## src/rtl/tdm_demux_pkg.sv

```systemverilog
// -----------------------------------------------------------------------------
// tdm_demux_pkg
// Shared definitions for the 1-to-N time-division demultiplexer:
//   - FSM state encodings (IDLE / COLLECT / PARITY)
//   - default lane count and slot-index width derivation
//   - number of parity beats per frame (0, or 1 when parity is enabled)
// Configuration macro: DEMUX_PARITY_EN (adds a trailing even-parity beat).
// -----------------------------------------------------------------------------
package tdm_demux_pkg;

   localparam int DEFAULT_LANES = 4;

`ifdef DEMUX_PARITY_EN
   localparam int PARITY_BEATS = 1;
`else
   localparam int PARITY_BEATS = 0;
`endif

   typedef enum logic [1:0] {
      IDLE    = 2'd0,
`ifdef DEMUX_PARITY_EN
      COLLECT = 2'd1,
      PARITY  = 2'd2
`else
      COLLECT = 2'd1
`endif
   } state_e;

   // Slot index width; never narrower than one bit.
   function automatic int sel_w(input int lanes);
      return (lanes > 1) ? $clog2(lanes) : 1;
   endfunction

endpackage

```

## src/rtl/tdm_demux_1to4_if.sv

```systemverilog
// -----------------------------------------------------------------------------
// tdm_demux_1to4_if
// Serial-in / parallel-out bus of the TDM demultiplexer.
//   In, in_valid, in_sof       : serial beat from the upstream 4:1 MUX
//   S                          : slot index of the next expected beat
//   Out, out_valid             : last complete word and its one-cycle strobe
//   frame_err, par_err         : one-cycle error pulses
// Modports: master = stream source / consumer side, slave = demultiplexer.
// -----------------------------------------------------------------------------
interface tdm_demux_1to4_if #(
   parameter int LANES = tdm_demux_pkg::DEFAULT_LANES
);
   localparam int SEL_W = tdm_demux_pkg::sel_w(LANES);

   logic             In;
   logic             in_valid;
   logic             in_sof;
   logic [SEL_W-1:0] S;
   logic [LANES-1:0] Out;
   logic             out_valid;
   logic             frame_err;
   logic             par_err;

   modport master (
      output In, in_valid, in_sof,
      input  S, Out, out_valid, frame_err, par_err
   );

   modport slave (
      input  In, in_valid, in_sof,
      output S, Out, out_valid, frame_err, par_err
   );

endinterface

```

## src/rtl/tdm_slot_counter.sv

```systemverilog
// -----------------------------------------------------------------------------
// tdm_slot_counter
// Owns the slot index S of the demultiplexer.
//   clk, rst : clock, synchronous active-high reset
//   load1    : start of frame (slot 0 consumed) -> S = 1
//   inc      : advance one slot; saturates at LANES-1
//   clr      : return to slot 0 (frame complete)
//   s        : current slot index
//   at_last  : s == LANES-1
// Priority: rst > clr > load1 > inc.
// -----------------------------------------------------------------------------
module tdm_slot_counter #(
   parameter int LANES = tdm_demux_pkg::DEFAULT_LANES,
   parameter int SEL_W = tdm_demux_pkg::sel_w(LANES)
) (
   input  logic             clk,
   input  logic             rst,
   input  logic             load1,
   input  logic             inc,
   input  logic             clr,
   output logic [SEL_W-1:0] s,
   output logic             at_last
);

   localparam logic [SEL_W-1:0] LAST = SEL_W'(LANES - 1);

   assign at_last = (s == LAST);

   // NOTE: sequential state uses non-blocking assignments so every register
   // samples the pre-edge values, independent of statement order.
   always_ff @(posedge clk) begin
      if (rst) begin
         s <= '0;
      end else if (clr) begin
         s <= '0;
      end else if (load1) begin
         s <= SEL_W'(1);
      end else if (inc && !at_last) begin
         // Wrapping happens only through clr, never by overflow.
         s <= s + 1'b1;
      end
   end

endmodule

```

## src/rtl/tdm_demux_1to4.sv

```systemverilog
// -----------------------------------------------------------------------------
// tdm_demux_1to4
// Receive end of a 4:1 TDM stream: one serial bit per valid beat is steered
// into lane S, and the reassembled word is presented on a held output with a
// one-cycle out_valid strobe.
//   clk  : clock, all state on the rising edge
//   rst  : synchronous active-high reset, priority over any beat
//   bus  : tdm_demux_1to4_if.slave (In/in_valid/in_sof in; S, Out, out_valid,
//          frame_err, par_err out; all outputs registered)
// Configuration macro: DEMUX_PARITY_EN -- frame gets one extra even-parity
// beat and par_err becomes active; otherwise par_err is tied low.
// -----------------------------------------------------------------------------
module tdm_demux_1to4
   import tdm_demux_pkg::*;
#(
   parameter int LANES = DEFAULT_LANES
) (
   input  logic                    clk,
   input  logic                    rst,
   tdm_demux_1to4_if.slave         bus
);

   localparam int SEL_W = sel_w(LANES);

   state_e           state, state_nxt;
   logic [LANES-1:0] shadow, shadow_nxt;
   logic [LANES-1:0] out_q, out_nxt;
   logic             ov_q, ov_nxt;
   logic             fe_q, fe_nxt;
   logic [LANES-1:0] merged;
   logic [LANES-1:0] first_word;
   logic             cnt_load, cnt_inc, cnt_clr;
   logic [SEL_W-1:0] s;
   logic             at_last;
`ifdef DEMUX_PARITY_EN
   logic             pe_q, pe_nxt;
`endif

   tdm_slot_counter #(
      .LANES (LANES),
      .SEL_W (SEL_W)
   ) u_slot_counter (
      .clk     (clk),
      .rst     (rst),
      .load1   (cnt_load),
      .inc     (cnt_inc),
      .clr     (cnt_clr),
      .s       (s),
      .at_last (at_last)
   );

   // NOTE: every always_comb output gets a default first so no path can
   // leave a variable unassigned and infer a latch.
   always_comb begin
      state_nxt  = state;
      shadow_nxt = shadow;
      out_nxt    = out_q;
      ov_nxt     = 1'b0;
      fe_nxt     = 1'b0;
      cnt_load   = 1'b0;
      cnt_inc    = 1'b0;
      cnt_clr    = 1'b0;
`ifdef DEMUX_PARITY_EN
      pe_nxt     = 1'b0;
`endif
      // Slot 0 of a fresh frame; stale bits from an aborted frame are dropped.
      first_word = LANES'(bus.In);
      // Shadow with the current beat folded in, so the last data beat can
      // commit on the same edge it is sampled.
      merged     = shadow;
      merged[s]  = bus.In;

      if (bus.in_valid) begin
         case (state)
            IDLE: begin
               if (bus.in_sof) begin
                  shadow_nxt = first_word;
                  cnt_load   = 1'b1;
                  state_nxt  = COLLECT;
               end else begin
                  fe_nxt = 1'b1;
               end
            end

            COLLECT: begin
               if (bus.in_sof) begin
                  fe_nxt     = 1'b1;
                  shadow_nxt = first_word;
                  cnt_load   = 1'b1;
               end else begin
                  shadow_nxt = merged;
                  if (at_last) begin
`ifdef DEMUX_PARITY_EN
                     // S parks on LANES-1 while the parity beat is awaited.
                     state_nxt = PARITY;
`else
                     out_nxt   = merged;
                     ov_nxt    = 1'b1;
                     cnt_clr   = 1'b1;
                     state_nxt = IDLE;
`endif
                  end else begin
                     cnt_inc = 1'b1;
                  end
               end
            end

`ifdef DEMUX_PARITY_EN
            PARITY: begin
               if (^{shadow, bus.In} == 1'b0) begin
                  out_nxt = shadow;
                  ov_nxt  = 1'b1;
               end else begin
                  pe_nxt = 1'b1;
               end
               if (bus.in_sof) begin
                  // The parity bit doubles as slot 0 of the next frame.
                  fe_nxt     = 1'b1;
                  shadow_nxt = first_word;
                  cnt_load   = 1'b1;
                  state_nxt  = COLLECT;
               end else begin
                  cnt_clr   = 1'b1;
                  state_nxt = IDLE;
               end
            end
`endif

            default: begin
               cnt_clr   = 1'b1;
               state_nxt = IDLE;
            end
         endcase
      end
   end

   // NOTE: shadow is a plain register (not a RAM), so it is reset along with
   // the rest; a mid-frame reset therefore leaves no residue.
   always_ff @(posedge clk) begin
      if (rst) begin
         state  <= IDLE;
         shadow <= '0;
         out_q  <= '0;
         ov_q   <= 1'b0;
         fe_q   <= 1'b0;
`ifdef DEMUX_PARITY_EN
         pe_q   <= 1'b0;
`endif
      end else begin
         state  <= state_nxt;
         shadow <= shadow_nxt;
         out_q  <= out_nxt;
         ov_q   <= ov_nxt;
         fe_q   <= fe_nxt;
`ifdef DEMUX_PARITY_EN
         pe_q   <= pe_nxt;
`endif
      end
   end

   assign bus.S         = s;
   assign bus.Out       = out_q;
   assign bus.out_valid = ov_q;
   assign bus.frame_err = fe_q;
`ifdef DEMUX_PARITY_EN
   assign bus.par_err   = pe_q;
`else
   assign bus.par_err   = 1'b0;
`endif

endmodule

```

## src/flat_wrapper.sv

```systemverilog
// flat-port wrapper written by rule: the top's interface ports become plain ports
module tdm_demux_1to4_flat import tdm_demux_pkg::*;
#(
   parameter int LANES = DEFAULT_LANES
)
  (clk, rst, bus_In, bus_in_valid, bus_in_sof, bus_S, bus_Out, bus_out_valid, bus_frame_err, bus_par_err);
  tdm_demux_1to4_if #(.LANES(LANES)) bus_i ();
  input  logic clk;
  input  logic rst;
  input wire logic [$bits(bus_i.In)-1:0] bus_In;
  input wire logic [$bits(bus_i.in_valid)-1:0] bus_in_valid;
  input wire logic [$bits(bus_i.in_sof)-1:0] bus_in_sof;
  output wire logic [$bits(bus_i.S)-1:0] bus_S;
  output wire logic [$bits(bus_i.Out)-1:0] bus_Out;
  output wire logic [$bits(bus_i.out_valid)-1:0] bus_out_valid;
  output wire logic [$bits(bus_i.frame_err)-1:0] bus_frame_err;
  output wire logic [$bits(bus_i.par_err)-1:0] bus_par_err;
  assign bus_i.In = bus_In;
  assign bus_i.in_valid = bus_in_valid;
  assign bus_i.in_sof = bus_in_sof;
  assign bus_S = bus_i.S;
  assign bus_Out = bus_i.Out;
  assign bus_out_valid = bus_i.out_valid;
  assign bus_frame_err = bus_i.frame_err;
  assign bus_par_err = bus_i.par_err;
  tdm_demux_1to4 #(.LANES(LANES)) u_core (.clk(clk), .rst(rst), .bus(bus_i));
endmodule
```

## config.mk

```make
export PLATFORM = sky130hd
export DESIGN_NAME = tdm_demux_1to4_flat
export DESIGN_NICKNAME = d
export VERILOG_FILES = /design/src/rtl/tdm_demux_pkg.sv /design/src/rtl/tdm_demux_1to4_if.sv /design/src/rtl/tdm_slot_counter.sv /design/src/rtl/tdm_demux_1to4.sv /design/src/flat_wrapper.sv
export SDC_FILE = /design/constraint.sdc
export NUM_CORES = 1
export LEC_CHECK = 0
export ABC_CLOCK_PERIOD_IN_PS = 1600
export CELL_PAD_IN_SITES_DETAIL_PLACEMENT = 0
export CELL_PAD_IN_SITES_GLOBAL_PLACEMENT = 1
export CORE_MARGIN = 2
export CORE_UTILIZATION = 36
export DETAILED_ROUTE_END_ITERATION = 6
export PLACE_DENSITY_LB_ADDON = 0.1
export SYNTH_ARGS = -nofsm -noshare
export SYNTH_HDL_FRONTEND = slang
export SYNTH_SLANG_ARGS = --single-unit
```

## constraint.sdc

```tcl
create_clock -name clk -period 1.6 [get_ports clk]
set_input_delay 0.32 -clock clk [delete_from_list [all_inputs] [get_ports clk]]
set_output_delay 0.32 -clock clk [all_outputs]
set_load 0.05 [all_outputs]
```

# [After elaboration in Yosys (flattened, before gate mapping)]
# Cells that the tools add are included.
[totals] input_bits=5 wordCells=57 out_inout_bits=9 regBits=14
[op_classes] n_bitwise=3 addsub=1 n_eq_ne=5 n_reduce_logical=14 n_mux=25 n_lt_le_gt_ge=2
[ops] operator="2-to-1 mux 1 bit" count=14
[ops] operator="2-to-1 mux 4 bit" count=2
[ops] operator="one-hot mux 4 bit (2 select lines)" count=1
[ops] operator="AND reduction 4 bit" count=2
[ops] operator="2-to-1 mux 2 bit" count=3
[ops] operator="!= test 2 bit (second input constant)" count=3
[ops] operator="OR reduction 2 bit" count=3
[ops] operator="OR reduction 3 bit" count=2
[ops] operator="bitwise mux 4 bit" count=1
[ops] operator="one-hot mux 1 bit (2 select lines)" count=2
[ops] operator="one-hot mux 2 bit (2 select lines)" count=1
[ops] operator="nonzero test 2 bit" count=2
[ops] operator="< comparator 2 x 3 -> 1 bit (second input constant)" count=1
[ops] operator="NOT 1 bit" count=3
[ops] operator="AND reduction 3 bit" count=1
[ops] operator="adder 2 x 1 -> 2 bit (second input constant)" count=1
[ops] operator="demux 1 bit (select 2 bit)" count=1
[ops] operator="equality test 2 x 1 -> 1 bit (second input constant)" count=1
[ops] operator="equality test 2 bit (second input constant)" count=1
[ops] operator="greater-or-equal comparator 2 x 1 -> 1 bit (second input constant)" count=1
[ops] operator="logical AND 1 bit" count=2
[ops] operator="logical NOT 2 bit" count=1
[ops] operator="logical NOT 1 bit" count=1

# [Depth between registers and ports, before layout]
[logic_depth] ltp_word=8 ltp_mapped=5 depth_no_buf=5

# [Hierarchy]
# Synthesis repeated with hierarchy kept, for this count alone.
[hier_totals] cells_unflattened=65 area_unflattened_um2=646.9
[modules_own_cells] module="tdm_demux_1to4" instances=1 seq_area_each_um2=220.2 area_each_um2=538.0 cells_each=56
[modules_own_cells] module="tdm_slot_counter" instances=1 seq_area_each_um2=40.0 area_each_um2=108.9 cells_each=9

# [Least setup slack after synthesis]
# OpenSTA, ideal clock, no wires.
[synth_timing] path_type="register -> register" startpoint="register u_core.u_slot_counter.s[0]" endpoint="register u_core.shadow[0]" setup_time_ns=0.066 n_path_buf=0 slack_ns=-0.219 stages_incl_launch_ff=6 t_arrival_ns=1.753 synth_period_minus_slack_ns=1.819 required_time_ns=1.534 cell_sequence="dfxtp_1 -> inv_1 -> ha_1 -> or3b_1 -> a21bo_1 -> a21oi_2"
[synth_between] elab_chain_len=7 elab_cells_between_ends=8 cone_classes="2 x order compare; 5 x mux; 1 x reduce/logical"
[synth_rtl] item="start, declared" line_no="tdm_slot_counter.sv:21" text="output logic [SEL_W-1:0] s,"
[synth_rtl] item="start signal, assigned" line_no="tdm_slot_counter.sv:40" text="s <= s + 1'b1;"
[synth_rtl] item="< comparator 2 x 3 -> 1 bit (implied by the code) or greater-or-equal comparator 2 x 1 -> 1 bit (tied branches)" line_no="tdm_demux_1to4.sv:71" text="merged[s] = bus.In;"
[synth_rtl] item="logical AND 1 bit (implied by the code)" line_no="tdm_demux_1to4.sv:71"
[synth_rtl] item="2-to-1 mux 1 bit (implied by the code)" line_no="tdm_demux_1to4.sv:71"
[synth_rtl] item="demux 1 bit (select 2 bit) (*)"
[synth_rtl] item="bitwise mux 4 bit (*)" line_no="tdm_demux_1to4.sv:71"
[synth_rtl] item="2-to-1 mux 4 bit (*)" line_no="tdm_demux_1to4.sv:86" text="if (bus.in_sof) begin"
[synth_rtl] item="one-hot mux 4 bit (2 select lines) (*)" line_no="tdm_demux_1to4.sv:74" text="case (state)"
[synth_rtl] item="end signal, assigned" line_no="tdm_demux_1to4.sv:151" text="shadow <= shadow_nxt;"
[synth_rtl] item="end, declared" line_no="tdm_demux_1to4.sv:26" text="logic [LANES-1:0] shadow, shadow_nxt;"
# Mark *: on every way between the ends. The rest lies on a longest branch, timed or not.
# A chain may end at the register's enable or synchronous reset.

# [Final worst setup path]
# Same ends and word-level chain as after synthesis.

==> impl_metrics.csv <==
group,metric,value,unit
status,status,"complete, no violations",
route,finalWirelength,1.38,mm
global_route,overflow,0,
clocking,clkTransAtPathRegs,0.08,ns
route,wl_per_cell,12.0,µm
critical_path,path_max_fanout,6,
finish,drive_above_1_share,21.1,%
clocking,holdBufCountCts,0,
global_route,grt_max_degree,9,
worst_hold_path,min_from,"u_core.bus.Out[3]",
route,vias,573,
sta,timing.fmax,670,MHz
finish,antenna_cells,0,
critical_path,crit_path_max_incr_delay,0.40,ns
power,leakagePower,0.368,nW
synthesis,post_synth.cell_area_avg,9.48,µm²
critical_path,r2r-end,"u_core.shadow[0]",
power,design_power_total,0.000656,W
route,first_iter_violations,11,
power,ir_drop,473,µV
synthesis,ys.flop_type,"dfxtp_1",
route,firstDrtPassIters,3,
clocking,postCtsSetupBuffers,0,
power,powerDensity,747,nW/µm²
job,cap_viol_max_count,0,
critical_path,arrival,1.72,ns
place,dp_hpwl,1.09,mm
finish,stdcell_count,115,
place,place_area,852,µm²
critical_path,start_kind,"flip-flop",
global_route,antenna_found_initial,0,
critical_path,cp-end-kind,"flip-flop",
critical_path,startpoint,"u_core.u_slot_counter.s[0]",
global_route,grt_usage,14.7,%
critical_path,required,1.83,ns
clocking,cts_root_buffer,"clkbuf_4",
synthesis,synth_edf_count,0,
synthesis,synthCells,73,
global_route,grt_pass1_wl,2.20,mm
clocking,clockBufferDepth,2,
synthesis,ys_warn_count,0,
finish,postLayoutCoreUtil,49.8,%
critical_path,rr_worst_depth,5,
place,gp_congestion,0.701,
clocking,cts.sinks,13,
floorplanning,die_area,2290,µm²
clocking,worstSkewPairLatency,0.28,ns
floorplanning,rows,15,
sta,timing.final.crit_share,93.2,%
floorplanning,core_area,1760,µm²
global_route,first_global_vias,479,
critical_path,cp_slowest_cell,"dfxtp_2",
clocking,cts_tree,"yes",
sta,setup_viol,0,
sta,setup_tns,0,ns
critical_path,crit_end,"u_core.shadow[0]",
worst_hold_path,worst_hold_path_type,"flip-flop to flip-flop",
floorplanning,die_h,47.8,µm
synthesis,synthArstFlopShare,0,%
finish,nets,103,
clocking,cts_resized,0,
route,final_antenna_net_count,0,
clocking,cts_max_level,1,
synthesis,synth_nets,85,
sta,min_period,1.49,ns
sta,hold_viol,0,
sta,rsz0062_at_grt,"false",
route,drc,0,
synthesis,ys_seq_area_share,37.6,%
clocking,cts_made_buffers,3,
finish,most-common-layout-cells,"11 x buf_4, 11 x dfxtp_1, 7 x ha_1, 6 x inv_1, 6 x a21oi_1",
place,io_buffers,12,
synthesis,ys_seq_elements,13,
finish,design_area,878,µm²
floorplanning,io_pins,14,
floorplanning,start_util,39.2,%
critical_path,reg2reg_from,"u_core.u_slot_counter.s[0]",
route,post_drt_via_cell_ratio,4.98,
synthesis,syn-cell-area,692,µm²
finish,syn_to_final_growth,26.9,%
synthesis,synth.distinct_cells,30,
floorplanning,die_width,47.8,µm
sta,fin_skew,0.00530,ns
critical_path,cp_cell_sequence,"inv_1, ha_1, or3b_1, a21bo_1, a21oi_2",
sta,maxSlewViolCount,0,
place,dp.cells,111,
critical_path,path_class,"flip-flop to flip-flop",
critical_path,ff2ff_setup_slack,0.11,ns
==> metrics by stage <==
step	setup WS [ns]	hold slack (ns)
2_1_floorplan	0.00426	0.382
3_3_place_gp	-0.0890	0.447
3_5_place_dp	-0.111	0.452
4_1_cts	0.0919	0.474
5_1_grt	0.0609	0.483
6_report	0.108	0.468
==> report_power, final <==
part	internal [W]	total, W	leakage, nW	switching, W
sequential	0.000331	0.000341	0.106	0.00000933
combinational	0.0000470	0.000108	0.247	0.0000609
clock	0.0000968	0.000207	0.0150	0.000111
==> critical path, delay by kind of cell, from the launching register on <==
kind                       cells  cell delay, ns
AOI/OAI and AO/OA              2            0.32
adders and majority gates      1            0.23
buffers and inverters          1            0.11
DFF                            1            0.40
and+or+nand+nor                1            0.38
==> cell families after synthesis <==
family	Yosys count	synth area share (%)
compound gates	21	22.8
flops	13	37.6
simple gates	21	19.3
other cells	1	0.542
fa+ha+maj	7	12.7
buf+inv	9	5.60
mux	1	1.45
==> routing by layer <==
layer  track usage (%)  wire length [µm]  up-vias
li1                  -                 -      298
met1              17.0               682      259
met2              22.4               601       11
met3              6.79                64        5
met4              8.11                30        0
met5                 0                 0        -
==> state kept, by name, summed over array words and instances (netlist names) <==
register	cells
u_core.u_slot_counter.s	2
u_core.shadow	4
u_core.bus.frame_err	1
u_core.state	1
u_core.bus.Out	4
u_core.bus.out_valid	1
==> how the worst min path moves through the flow <==
stage                             end  slack, ns  depth (start not counted)
floorplan            u_core.shadow[0]       0.38                          1
global placement    u_core.bus.Out[3]       0.45                          1
detailed placement  u_core.bus.Out[3]       0.45                          1
CTS                 u_core.bus.Out[3]       0.47                          1
global route        u_core.bus.Out[0]       0.48                          1
finish              u_core.bus.Out[3]       0.47                          1
==> synthesized netlist by cell type (all sizes together), types with 2 or more instances <==
cell type | number | area (µm²)
buf | 2 | 12.5
ha | 7 | 87.6
a21oi | 7 | 38.8
nand2b | 2 | 12.5
o2bb2ai | 4 | 35.0
nor2b | 5 | 31.3
a22oi | 3 | 22.5
inv | 6 | 22.5
nand2 | 2 | 7.51
dfxtp | 13 | 260
o21ai | 2 | 10.0
nand4 | 4 | 25.0
==> final cells by class <==
cell class | instances | area (µm²)
flip-flops and latches | 13 | 263
clock buffers | 4 | 26.3
well taps | 25 | 31.3
fillers | 185 | 886
inverters | 6 | 22.5
multi-input cells | 51 | 393
repair buffers | 16 | 143
(Power assumes the default switching activity.)
